==> config.mk <==
export PLATFORM = sky130hd
export DESIGN_NAME = bcd_display_ctrl
export DESIGN_NICKNAME = d
export VERILOG_FILES = /design/src/rtl/bcd_display_ctrl.sv
export SDC_FILE = /design/constraint.sdc
export NUM_CORES = 1
export LEC_CHECK = 0
export ABC_AREA = 1
export CORE_UTILIZATION = 43
export DETAILED_ROUTE_END_ITERATION = 12
export PLACE_DENSITY = 0.62
export SLEW_MARGIN = 30
export SYNTH_ARGS = -nofsm -noshare
export SYNTH_HDL_FRONTEND = slang
export SYNTH_SLANG_ARGS = --single-unit
==> constraint.sdc <==
create_clock -name clk -period 4.3 [get_ports clk]
set_input_delay 0.43 -clock clk [delete_from_list [all_inputs] [get_ports clk]]
set_output_delay 0.43 -clock clk [all_outputs]
set_load 0.01 [all_outputs]
==> src/rtl/bcd_display_ctrl.sv <==
// bcd_display_ctrl: sequential binary-to-BCD converter (double-dabble, one bit
// per cycle) driving a bank of BCD-to-seven-segment decoders.
// Optional build macro: BCD_LEAD_BLANK_EN replaces leading zero digits with the
// blank code 4'hF. Digit 0 is never blanked.
module bcd_display_ctrl #(
  parameter int unsigned WIDTH  = 16,
  parameter int unsigned DIGITS = 5
) (
  input  logic                  clk,
  input  logic                  rst_n,
  input  logic [WIDTH-1:0]      value,
  input  logic                  load,
  output logic                  ready,
  output logic [4*DIGITS-1:0]   digits_out,
  output logic                  done,
  output logic                  ovf
);

  localparam int unsigned AW = 4 * DIGITS;
  localparam int unsigned CW = $clog2(WIDTH + 1);

  localparam logic [0:0] IDLE = 1'b0;
  localparam logic [0:0] CONV = 1'b1;

  logic [0:0]       state, state_nxt;
  logic [WIDTH-1:0] shreg, shreg_nxt;
  logic [AW-1:0]    acc, acc_nxt;
  logic [AW-1:0]    acc_adj, acc_shift, result;
  logic             sticky, sticky_nxt, ovf_now;
  logic [CW-1:0]    cnt, cnt_nxt;
  logic             ready_nxt, done_nxt, ovf_nxt;
  logic [AW-1:0]    digits_nxt;

  // Add-3 adjustment of every nibble that is 5 or more, ahead of the shift.
  always_comb begin
    acc_adj = acc;
    for (int i = 0; i < int'(DIGITS); i++) begin
      if (acc[4*i +: 4] >= 4'd5) begin
        acc_adj[4*i +: 4] = acc[4*i +: 4] + 4'd3;
      end
    end
  end

  // One-bit shift of {accumulator, operand}; the bit leaving the top nibble is lost range.
  always_comb begin
    acc_shift = {acc_adj[AW-2:0], shreg[WIDTH-1]};
    ovf_now   = sticky | acc_adj[AW-1];
  end

`ifdef BCD_LEAD_BLANK_EN
  logic lead;

  // Blank digits above the most significant non-zero digit; overflow shows all blank.
  always_comb begin
    result = acc_shift;
    lead   = 1'b1;
    for (int i = int'(DIGITS) - 1; i > 0; i--) begin
      if (lead && (acc_shift[4*i +: 4] == 4'd0)) begin
        result[4*i +: 4] = 4'hF;
      end else begin
        lead = 1'b0;
      end
    end
    if (ovf_now) begin
      result = '1;
    end
  end
`else
  // Raw BCD with leading zeros; overflow shows all blank.
  always_comb begin
    result = acc_shift;
    if (ovf_now) begin
      result = '1;
    end
  end
`endif

  // Next-state and registered-output logic.
  always_comb begin
    state_nxt  = state;
    shreg_nxt  = shreg;
    acc_nxt    = acc;
    sticky_nxt = sticky;
    cnt_nxt    = cnt;
    ready_nxt  = ready;
    done_nxt   = 1'b0;
    ovf_nxt    = ovf;
    digits_nxt = digits_out;
    case (state)
      IDLE: begin
        if (load) begin
          state_nxt  = CONV;
          shreg_nxt  = value;
          acc_nxt    = '0;
          sticky_nxt = 1'b0;
          cnt_nxt    = CW'(WIDTH);
          ready_nxt  = 1'b0;
        end
      end
      CONV: begin
        shreg_nxt  = {shreg[WIDTH-2:0], 1'b0};
        acc_nxt    = acc_shift;
        sticky_nxt = ovf_now;
        cnt_nxt    = cnt - CW'(1);
        if (cnt == CW'(1)) begin
          state_nxt  = IDLE;
          ready_nxt  = 1'b1;
          done_nxt   = 1'b1;
          ovf_nxt    = ovf_now;
          digits_nxt = result;
        end
      end
      default: begin
        state_nxt = IDLE;
        ready_nxt = 1'b1;
      end
    endcase
  end

  // State and output registers; reset blanks the display.
  always_ff @(posedge clk or negedge rst_n) begin
    if (!rst_n) begin
      state      <= IDLE;
      shreg      <= '0;
      acc        <= '0;
      sticky     <= 1'b0;
      cnt        <= '0;
      ready      <= 1'b1;
      done       <= 1'b0;
      ovf        <= 1'b0;
      digits_out <= '1;
    end else begin
      state      <= state_nxt;
      shreg      <= shreg_nxt;
      acc        <= acc_nxt;
      sticky     <= sticky_nxt;
      cnt        <= cnt_nxt;
      ready      <= ready_nxt;
      done       <= done_nxt;
      ovf        <= ovf_nxt;
      digits_out <= digits_nxt;
    end
  end

endmodule

Word-level counts from Yosys, hierarchy flattened
Index checks and enable logic that the tools add are counted.

operators by class
  reduce and logical (&&, ||, !) cells = 2
  $lt $le $gt $ge = 5
  div/mod/pow operators = 0
  multiplexer cells = 21
  shifts and indexed selects = 0
  equality and inequality tests = 3
  bitwise operators = 2
  multiply operators = 0
  add/sub/neg operators = 6

operators with widths
  kind                   count
  $mux W20               2
  $pmux W20 S2           1
  $pmux W16 S2           1
  $add A4 B2 Y4 const B  5
  $ge A4 B3 Y1 const B   5
  $mux W4                5
  $mux W16               1
  $pmux W5 S2            1
  $mux W1                6
  $pmux W1 S2            3
  $eq A5 B1 Y1 const B   1
  $mux W5                1
  $sub A5 B1 Y5 const B  1
  $reduce_and A2 Y1      2
  $ne A2 B1 Y1 const B   1
  $ne A2 B2 Y1 const B   1
  $not A1 Y1             1
  $or A1 B1 Y1           1

word-level totals
  memory bits (read-only) = 0
  input port bits = 19
  flip-flop bits (word level) = 66
  output and inout bits = 23
  memories kept = 0
  memory bits (writable) = 0
  latch bits = 0

Logic depth before layout (Yosys ltp)
Gate-level depths: netlist (run 1).

  word-level depth = 4
  depth in mapped cells = 10
  mapped depth without buffers = 9

Worst setup path before layout (run 1)
Ideal clock, no wire load.

  kind = flip-flop to flip-flop
  start point = register acc[16]
  end point = register ovf
  required time = 4.183 ns
  clock period less this slack = 1.362 ns
  cell stages (with the launch flop) = 11
  path slack = 2.938 ns
  arrival = 1.245 ns
  path buffers = 1
  path through = dfrtp_1 inv_1 ha_1 inv_1 nand2_2 nand2_2 nand3_4 nand2_4 nand2_4 buf_8 nand2_2

on the way
  cells in the longest elaborated chain, start to end = 3
  elaborated cells between the ends (all ways) = 4
  classes of those cells = 1 x add/sub; 1 x order compare; 1 x mux; 1 x bitwise

ends and longest elaborated chain
  element                                        line    RTL
  start, declared                                27      logic [AW-1:0] acc, acc_nxt;
  start signal, assigned                         135     acc <= acc_nxt;
  $add A4 B2 Y4 or $ge A4 B3 Y1 (tied branches)  39, 38
  $mux W4 (*)                                    38      if (acc[4*i +: 4] >= 4'd5) begin
  $or A1 B1 Y1 (*)                               47      ovf_now = sticky | acc_adj[AW-1];
  end signal, assigned                           140     ovf <= ovf_nxt;
  end, declared                                  16      output logic ovf

Mark *: on every way between the ends. The rest lies on a longest branch, timed or not.
A chain may end at the register's enable or synchronous reset.

Final worst setup path (run 1)
  start point = register state
  end point = register digits_out[15]

on the way
  cells in the longest elaborated chain, start to end = 1

ends and longest elaborated chain
  element                             line  RTL
  start, declared                     25    logic [0:0] state, state_nxt;
  start signal, assigned              133   state <= state_nxt;
  $reduce_and A2 Y1 (no source line)  n/a
  end signal, assigned                141   digits_out <= digits_nxt;
  end, declared                       14    output logic [4*DIGITS-1:0] digits_out,

Every way passes these cells.

==> results of run 1 <==
## layer usage
| metal | global-route usage | up-vias | routed length (µm) |
|---|---|---|---|
| li1 | - | 1359 | - |
| met1 | 0.240 | 1252 | 3310 |
| met2 | 0.300 | 55 | 3260 |
| met3 | 0.0404 | 6 | 253 |
| met4 | 0.0820 | 0 | 68 |
| met5 | 0 | - | 0 |
## worst max-delay path, cell delays in order (launching register included)
cell and delay (ns):
dfrtp_1 0.90, buf_4 0.36, nand2_4 0.09, nor2_8 0.41
inv_2 0.24, nor2_1 0.17, o21ai_1 0.07
## synthesized netlist by cell type (all sizes together)
library cell / number
o21ai: 34
o21bai: 1
nand4: 10
dfstp: 21
ha: 12
nand2: 113
buf: 10
nor2: 32
a21oi: 3
a22oi: 4
or2: 1
inv: 44
a21boi: 4
o22ai: 3
clkbuf: 4
dfrtp: 45
nand3: 39
o211ai: 11
## kinds of logic after synthesis
kind of cell / synth area share
simple gates: 0.276
flops: 0.495
compound gates: 0.109
buf+inv: 0.0757
fa+ha+maj: 0.0443
## power by group through the flow
stage | registers (mW) | logic, mW | clock network (mW)
floorplan | 1.18 | 1.02 | 0
global placement | 1.19 | 1.43 | 0
detailed placement | 1.19 | 1.46 | 0
CTS | 1.18 | 1.47 | 0.530
global route | 1.23 | 1.67 | 0.561
finish | 1.18 | 1.46 | 0.515
## layout make-up
| type | instances | area (µm²) | area share |
|---|---|---|---|
| Clock buffer | 15 | 196 | 0.0485 |
| Clock inverter | 1 | 5.00 | 0.00124 |
| Inverter | 44 | 165 | 0.0408 |
| Multi-Input combinational cell | 267 | 1460 | 0.360 |
| Sequential cell | 66 | 1680 | 0.415 |
| Tap cell | 102 | 128 | 0.0315 |
| Timing Repair Buffer | 43 | 420 | 0.104 |
## placed cells by master, fill, tap and decap left out, types with 2 or more instances in the layout
cell type and n:
nand2_1 102, dfrtp_1 45, inv_1 42, clkdlybuf4s50_1 40, nand3_1 32, o21ai_0 30
nor2_1 28, dfstp_2 21, clkbuf_8 14, ha_1 12, o211ai_1 11, nand4_1 10
nand2_2 8, nand3_2 6, a22oi_1 4, a21boi_0 4, nand2_4 3, o22ai_1 3
o21ai_1 3, nor2_8 2, inv_2 2, a21oi_1 2, buf_4 2
## final timing paths
kind	cells after the start	endpoint	slack, ns	from
max	6	digits_out[15]	1.99	state
min in group clk	2	ready	0.48	ready
min	1	done	0.10	rst_n
max reg2reg	6	digits_out[15]	1.99	state
min reg2reg	2	ready	0.48	ready
max in group asynchronous	2	digits_out[0]	3.25	rst_n
## registers in the layout, indices dropped and copies added, names as in the netlist
| register | count |
|---|---|
| done | 1 |
| shreg | 16 |
| acc | 20 |
| ovf | 1 |
| cnt | 5 |
| state | 1 |
| ready | 1 |
| sticky | 1 |
| digits_out | 20 |
## stage by stage
step / total power [mW] / instances / instance area [µm²] / utilization / worst slack (ns)
after floorplan: 2.20 / 391 / 3390 / - / 2.94
after global placement: 2.61 / 522 / 3850 / 0.500 / 2.04
after detailed placement: 2.65 / 522 / 3850 / 0.500 / 1.98
after CTS: 3.19 / 538 / 4050 / 0.527 / 1.98
after global routing: 3.46 / 538 / 4050 / 0.527 / 1.78
final: 3.16 / 538 / 4050 / 0.527 / 1.99
==> results.tsv, run 1 <==
metric	value	unit
status	finished, final reports clean	
nets@finish	462	
ranking of synthesized cells by area	dfrtp_1 33%, dfstp_2 16%, nand2_1 11%, nand3_1 4.7%, inv_1 4.7%	
antenna violations before repair	0	
Root Driver	clkbuf_8	
Reg power frac	0.374	
die area	8240	µm²
Antenna Diode Count	0	
RD Place Congestion	0.858	
P_leak	1.91	nW
PostCTS Resize Cnt	0	
GRT Total Usage	0.186	
clock-pin transition on the worst setup and hold timing paths	0.08	ns
synth unique cells	32	
actual slew at the worst max-slew pin	0.890	ns
critical path type	reg -> reg	
switch share	0.409	
clock power share	0.163	
RSZ-0062 raised after global routing	no	
Fin. Hold Viols	0	
Avg Cell Area, Syn	8.67	µm²
max_slew headroom	0.406	
Vias/cell	4.97	
CTS max path bufs	2	
postcts setup bufs	0	
Area growth, synth to finish	19.4	%
GRT overflow	0	
layout cells sized above 1	0.151	
yosys warns	0	
Syn Inst Count	391	
Synth Net Count	422	
CTS tree	done	
Rows	32	
setup TNS	0	ns
Seq/Total Area, Yosys	0.495	
vias in the first global route	2664	
H-tree lvl count	3	
peak supply drop	0.000282	V
antenna viol nets, final	0	
Slew Limit Fails	0	
period utilization	0.538	
Worst setup SP type	flip-flop	
I/O pin cnt	42	
NetSw	1.29	mW
Setup Viol. Count Final	0	
starting density of the core	0.441	
Logic pwr share	0.463	
Iter 0 DRT Violations	139	
fmax	432	MHz
worst min-delay path class	in -> async	
Max-Cap Viols	0	
drt pass-1 iters	4	
first-pass GRT wire length	12200	µm
Die H	90.8	µm
# fillers	738	
die extent in x	90.8	µm
Clock Skew	0.00952	ns
WP data required	4.56	ns
port bufs	41	
Routed WL	6890	µm
CTS buffer count	9	
Synth Cell Area	3390	µm²
Synth area leader	dfrtp_1	
DR WL/cell	12.8	µm
Critical Path AT	2.57	ns
largest net degree at the start of global routing	39	
Synth Register Bits	66	
Clock Latency Late Sink	0.33	ns
minimum clock period	2.31	ns
crit path capture type	flip-flop	
PwrDens	781	nW/µm²
Int Pwr	1.87	mW
Floorplan Core Area	7690	µm²
DR DRC count	0	
# clock sinks	66	
CTS Hold Buffers Added	0	
Fin Hold WS	0.101	ns
CP max FO	33	
Synth top area share	0.332	
HPWL Detailed	4630	µm
vias	2672	
(Power assumes the default switching activity.)
==> run 2, diff against run 1 <==
clock period = 2.2 ns   (was 4.3 ns; I/O delays follow)
==> results.tsv, run 2 (synthesis results as in run 1) <==
metric	value	unit
status	finished, final reports clean	
Die H	90.8	µm
first-pass GRT wire length	12200	µm
CTS max path bufs	2	
Layout Cells excl Fill	543	
R2R setup slack	0.57	ns
P_leak	1.94	nW
Root Driver	clkbuf_8	
drt pass-1 iters	4	
worst min-delay path class	in -> async	
antenna violations before repair	0	
Routed WL	6820	µm
clock-pin transition on the worst setup and hold timing paths	0.08	ns
Slew Limit Fails	0	
Clock Latency Late Sink	0.34	ns
vias in the first global route	2647	
CP top delay family	buffers and inverters	
die area	8240	µm²
Floorplan Core Area	7690	µm²
crit path capture type	output pin	
HPWL Detailed	4560	µm
peak supply drop	0.000668	V
biggest regs	acc x20, digits_out x20, shreg x16	
vias	2733	
critical path type	reg -> out	
die extent in x	90.8	µm
max_slew headroom	0.714	
fmax	605	MHz
antenna viol nets, final	0	
Worst setup SP type	flip-flop	
GRT Total Usage	0.185	
Setup Viol. Count Final	0	
WP data required	1.98	ns
layout cells sized above 1	0.161	
CTS tree	done	
Crit Reg-Reg Startpoint	cnt[1]	
most frequent cells in the layout	102 x nand2_1, 45 x dfrtp_1, 42 x inv_1	
Vias/cell	5.03	
Antenna Diode Count	0	
# clock sinks	66	
minimum clock period	1.65	ns
CP max FO	2	
worst r2r path cells	7	
RSZ-0062 raised after global routing	no	
DR DRC count	0	
starting density of the core	0.441	
actual slew at the worst max-slew pin	0.429	ns
CP max stage delay	0.56	ns
Rows	32	
Critical Path AT	1.43	ns
GRT overflow	0	
Clock Skew	0.00815	ns
DR WL/cell	12.6	µm
setup TNS	0	ns
crit path buf inv count	1	
nets@finish	467	
Slowest-stage cell, CP	clkdlybuf4s50_1	
period utilization	0.751	
crit path to	digits_out[17]	
post-route setup slack	0.548	ns
Iter 0 DRT Violations	109	
total power	6.39	mW
postcts setup bufs	0	
crit path from	digits_out[17]	
Core Util, Final	0.539	
PostCTS Resize Cnt	0	
PwrDens	1540	nW/µm²
CTS Hold Buffers Added	1	
CTS buffer count	9	
worst slack at placement	0.490	ns
Area growth, synth to finish	22.1	%
H-tree lvl count	3	
RD Place Congestion	0.833	
most common cell after layout, fill and taps aside	nand2_1	
port bufs	41	
Fin. Hold Viols	0	
reg2reg end	digits_out[15]	
Max-Cap Viols	0	
largest net degree at the start of global routing	67	
WP depth	1	
placed insts	526	
I/O pin cnt	42	
cell breakdown of the critical path	clkdlybuf4s50_1	
==> run 2: metal layers <==
layer / GRT usage / part of all wire / vias up
met4: 0.0622 / 0.011 / 0
met1: 0.247 / 0.49 / 1290
met2: 0.289 / 0.45 / 70
met5: 0 / 0 / -
li1: - / - / 1366
met3: 0.0547 / 0.054 / 7
==> run 2: worst min path at each step <==
stage / to / cells after the start
4_1_cts: shreg[0] / 3
2_1_floorplan: acc[0] / 0
3_3_place_gp: acc[14] / 2
5_1_grt: acc[14] / 3
6_report: acc[15] / 3
3_5_place_dp: acc[14] / 2
==> run 2: layout make-up <==
type | count | area (µm²)
fillers | 748 | 3550
repair buffers | 48 | 473
inverters | 44 | 165
clock inverters | 7 | 118
clock buffers | 9 | 124
flip-flops and latches | 66 | 1680
multi-input cells | 267 | 1460
well taps | 102 | 128
==> run 2: per-stage QoR <==
| step | hold slack, ns | cell area (µm²) |
|---|---|---|
| floorplan | -0.0756 | 3390 |
| global placement | 0.267 | 3890 |
| detailed placement | 0.267 | 3890 |
| CTS | 0.417 | 4140 |
| global route | 0.463 | 4140 |
| finish | 0.423 | 4140 |
==> run 2: report_power, final <==
group | total (mW) | switching (mW) | internal (mW)
logic | 2.91 | 1.70 | 1.21
registers | 2.25 | 0.349 | 1.90
clock network | 1.23 | 0.479 | 0.750
